$ cat src/rtl/pc_sequencer.sv
// Program sequencer for the fetch stage: walks a program from START_ADDR to END_ADDR,
// resolving relative branches, absolute jumps and call/return through a small return stack.
module pc_sequencer #(
    parameter int D          = 12,
    parameter int DEPTH      = 4,
    parameter int START_ADDR = 0,
    parameter int END_ADDR   = 256
) (
    input  logic         clk,
    input  logic         reset,
    input  logic         req,
    input  logic         stall,
    input  logic         branch_en,
    input  logic         jump_en,
    input  logic         call_en,
    input  logic         ret_en,
    input  logic [D-1:0] target,
    input  logic [D-1:0] offset,
    output logic [D-1:0] prog_ctr,
    output logic [D-1:0] link_addr,
    output logic         running,
    output logic         done,
    output logic         stack_err
);

    localparam int           CW       = $clog2(DEPTH + 1);
    localparam logic [D-1:0] START_PC = D'(START_ADDR);
    localparam logic [D-1:0] END_PC   = D'(END_ADDR);

    typedef enum logic [1:0] {
        ST_IDLE,
        ST_RUN,
        ST_DONE
    } state_t;

    state_t        state_q, state_d;
    logic [D-1:0]  pc_q, pc_d;
    logic [CW-1:0] cnt_q, cnt_d;
    logic          err_q, err_d;
    logic          running_q, running_d;
    logic          done_q, done_d;
    logic          push_en;
    logic [D-1:0]  pc_inc;
    logic [D-1:0]  top;
    logic [D-1:0]  stack_q [DEPTH];

    // Entry cnt-1 is the top of stack; an empty stack reads as zero.
    always_comb begin
        top = '0;
        for (int i = 0; i < DEPTH; i++) begin
            if (cnt_q == CW'(i + 1)) begin
                top = stack_q[i];
            end
        end
    end

    always_comb begin
        pc_inc  = pc_q + D'(1);
        state_d = state_q;
        pc_d    = pc_q;
        cnt_d   = cnt_q;
        err_d   = err_q;
        push_en = 1'b0;
        case (state_q)
            ST_IDLE, ST_DONE: begin
                if (req) begin
                    state_d = ST_RUN;
                    pc_d    = START_PC;
                    cnt_d   = '0;
                    err_d   = 1'b0;
                end
            end
            ST_RUN: begin
                // Reaching the end address wins over stall and every control input.
                if (pc_q == END_PC) begin
                    state_d = ST_DONE;
                end else if (!stall) begin
                    if (ret_en) begin
                        if (cnt_q != '0) begin
                            pc_d  = top;
                            cnt_d = cnt_q - CW'(1);
                        end else begin
                            pc_d  = pc_inc;
                            err_d = 1'b1;
                        end
                    end else if (call_en) begin
                        pc_d = target;
                        if (cnt_q != CW'(DEPTH)) begin
                            push_en = 1'b1;
                            cnt_d   = cnt_q + CW'(1);
                        end else begin
                            err_d = 1'b1;
                        end
                    end else if (jump_en) begin
                        pc_d = target;
                    end else if (branch_en) begin
                        pc_d = pc_q + offset;
                    end else begin
                        pc_d = pc_inc;
                    end
                end
            end
            default: state_d = ST_IDLE;
        endcase
        running_d = (state_d == ST_RUN);
        done_d    = (state_d == ST_DONE);
    end

    always_ff @(posedge clk or negedge reset) begin
        if (!reset) begin
            state_q   <= ST_IDLE;
            pc_q      <= START_PC;
            cnt_q     <= '0;
            err_q     <= 1'b0;
            running_q <= 1'b0;
            done_q    <= 1'b0;
        end else begin
            state_q   <= state_d;
            pc_q      <= pc_d;
            cnt_q     <= cnt_d;
            err_q     <= err_d;
            running_q <= running_d;
            done_q    <= done_d;
        end
    end

    // Stack storage needs no reset: entries above the count are never read.
    always_ff @(posedge clk) begin
        for (int i = 0; i < DEPTH; i++) begin
            if (push_en && cnt_q == CW'(i)) begin
                stack_q[i] <= pc_inc;
            end
        end
    end

    assign prog_ctr  = pc_q;
    assign link_addr = top;
    assign running   = running_q;
    assign done      = done_q;
    assign stack_err = err_q;

endmodule

$ cat config.mk
export PLATFORM = sky130hd
export DESIGN_NAME = pc_sequencer
export DESIGN_NICKNAME = d
export VERILOG_FILES = /design/src/rtl/pc_sequencer.sv
export SDC_FILE = /design/constraint.sdc
export NUM_CORES = 1
export LEC_CHECK = 0
export ABC_AREA = 1
export CAP_MARGIN = 20
export CORE_UTILIZATION = 25
export DETAILED_ROUTE_END_ITERATION = 6
export SYNTH_ARGS = -nofsm -noshare
export SYNTH_HDL_FRONTEND = slang
export SYNTH_SLANG_ARGS = --single-unit
$ cat constraint.sdc
create_clock -name clk -period 3.05 [get_ports clk]
set_input_delay 0.4575 -clock clk [delete_from_list [all_inputs] [get_ports clk]]
set_output_delay 0.4575 -clock clk [all_outputs]
set_load 0.1 [all_outputs]
==> results.json <==
{
  "skew_ps": 6.766,
  "core-area_um2": 16700,
  "fin_nets": 664,
  "clockBufferDepth": 2,
  "async_flop_share_pct": 29.41,
  "grt_pass1_vias": 3665,
  "gr-total-overflow": 0,
  "drive_gt1_share_pct": 14.42,
  "post_cts_buffers": 0,
  "maxSlewHeadroom_pct": 59.32,
  "fmax_mhz": 349.4,
  "r2r_start": "prog_ctr[0]",
  "tightestPinTransition_ps": 610.1,
  "synth.avg_cell_area_um2": 7.925,
  "cts_tree": "built",
  "crit_path_start_kind": "register",
  "dieArea_um2": 17710,
  "drtPass1Iterations": 5,
  "clk_latency_ps": 330,
  "fin_crit_sh_pct": 93.84,
  "ant_nets": 0,
  "syn_area_um2": 4295,
  "status": "completed",
  "synth.top_cell.area_share_pct": 33.56,
  "hold_violations": 0,
  "postSynthCellCount": 542,
  "grt_pass1_wl_um": 19100,
  "cts.sinks": 68,
  "yosys_most_used_dff": "edfxtp_1",
  "synth_edf_count": 48,
  "fp.dieW_um": 133.1,
  "synth-seq-cells": 68,
  "path_class": "register to output pin",
  "num_antenna_cells": 0,
  "place_area_um2": 5255,
  "reg2reg_depth": 9,
  "antenna_found_initial": 0,
  "cts_buffers": 9,
  "tns_ps": 0,
  "rows": 47,
  "chipHeight_um": 133.1,
  "drv_cap": 0,
  "synth_cell_types": 38,
  "cp.required_ps": 2590,
  "fillers": 1760,
  "io_buffer_count": 58,
  "clk_pin_slew_ps": 50,
  "reg2reg_slack_ps": 750,
  "dpl.hpwl_um": 8925,
  "slew_viol_final": 0,
  "reg2reg_to": "stack_q[3][7]",
  "viasPerCell": 4.466,
  "grtUsageTotal_pct": 14.17,
  "first_iter_violations": 347,
  "startpoint": "cnt_q[2]",
  "hold_class": "input port to async pin",
  "rsz0062_at_grt": "no",
  "cts-htree-levels": 3,
  "initial_core_util_pct": 25.72,
  "setup_violations": 0,
  "fin_crit_ps": 2862,
  "clockRootBuffer": "clkbuf_16",
  "wl_per_cell_um": 14.22,
  "route.vias.total": 3738,
  "synth_area_leaders": "edfxtp_1 34%, nand2_1 15%, dfrtp_1 12%, nand3_1 5.7%, ha_1 5.5%",
  "cp_data_arrival_time_ps": 2400,
  "ioPinCount": 59,
  "crit_fanout": 10,
  "seq_area_frac_synth_pct": 45.21,
  "syn2layout_area_growth_pct": 29.48,
  "place.gp.congestion": 0.8575,
  "wirelength_um": 11900,
  "yosysWarnings": 0,
  "ys_top_cells_by_count": "176 x nand2_1, 63 x inv_1, 49 x nand3_1",
  "route.detailed.drc": 0,
  "grt_max_degree": 22,
  "design_area_um2": 5562,
  "cp-end-kind": "output pin",
  "synth_most_common_cell": "nand2_1",
  "synth_top_area_cell": "edfxtp_1",
  "syn-num-nets": 594
}
## worst max-delay path, stage by stage, from the launching register on
cell and delay [ps]:
dfrtp_1 460, inv_2 130, ha_1 290, clkinvlp_2 440
o211ai_1 380, nand2_1 170, buf_12 200
## placed cells by master (no fill, tap or decap), drive strengths merged, types with 10 or more instances in the layout
master and count:
clkbuf 10, nor2 42, nand2 182, a21oi 34, nand3 50, clkdlybuf4s50 31
edfxtp 48, dfrtp 20, o21ai 36, inv 65, ha 19, nand4 10
buf 38
## through the flow
step / setup WS [ps] / std cells / util (%) / hold WS (ps)
final: 187.8 / 837 / 33.30 / 479.0
after global routing: 75.98 / 837 / 33.30 / 490.1
after CTS: 160.5 / 836 / 33.23 / 482.2
after detailed placement: 516.8 / 820 / 31.47 / 477.9
after global placement: 568.8 / 820 / 31.47 / 476.9
after floorplan: 52.38 / 542 / - / 161.9
## how the worst max path moves through the flow
| stage | endpoint | slack [ps] | depth (start not counted) |
|---|---|---|---|
| 2_1_floorplan | link_addr[2] | 50 | 6 |
| 3_3_place_gp | link_addr[2] | 570 | 6 |
| 3_5_place_dp | link_addr[2] | 520 | 6 |
| 4_1_cts | link_addr[2] | 160 | 6 |
| 5_1_grt | link_addr[5] | 80 | 6 |
| 6_report | link_addr[5] | 190 | 6 |
## logic make-up (layout without fill, tap and decap cells)
family          after synthesis  after routing  synth area share (%)
buf+inv                      78            153                 7.603
simple gates                291            291                 29.86
xor+xnor                      5              5                 1.019
compound gates               80             80                 10.31
fa+ha+maj                    20             20                 6.001
flops                        68             68                 45.21
## final cells by class
cell class              count  area, µm²  area share [%]
multi-input cells         396       2043           36.74
clock inverters             6      65.06           1.170
well taps                 220      275.3           4.949
flip-flops and latches     68       1943           34.94
repair buffers             69      745.7           13.41
inverters                  67      255.2           4.589
repair inverters            1      5.005         0.08999
clock buffers              10      229.0           4.117
## metal layers
| layer | up-vias | global-route usage, % | share of wire (%) |
|---|---|---|---|
| met4 | 0 | 5.045 | 1.2 |
| met5 | - | 0 | 0 |
| li1 | 1941 | - | - |
| met3 | 13 | 2.720 | 4.2 |
| met2 | 95 | 22.92 | 46 |
| met1 | 1689 | 18.78 | 48 |
## registers in the layout (all words and copies together), names as in the netlist
| name | cells |
|---|---|
| state_q | 2 |
| stack_q | 48 |
| stack_err | 1 |
| done | 1 |
| cnt_q | 3 |
| running | 1 |
| prog_ctr | 12 |
## timing repair
item | CTS | global route
setup endpoints to repair | 0 | 1
hold buffers | 0 | 0
gates resized for setup | 0 | 2
Power is not shown: default switching activity piles up to over one toggle a cycle in this logic, so the estimate is an artifact.
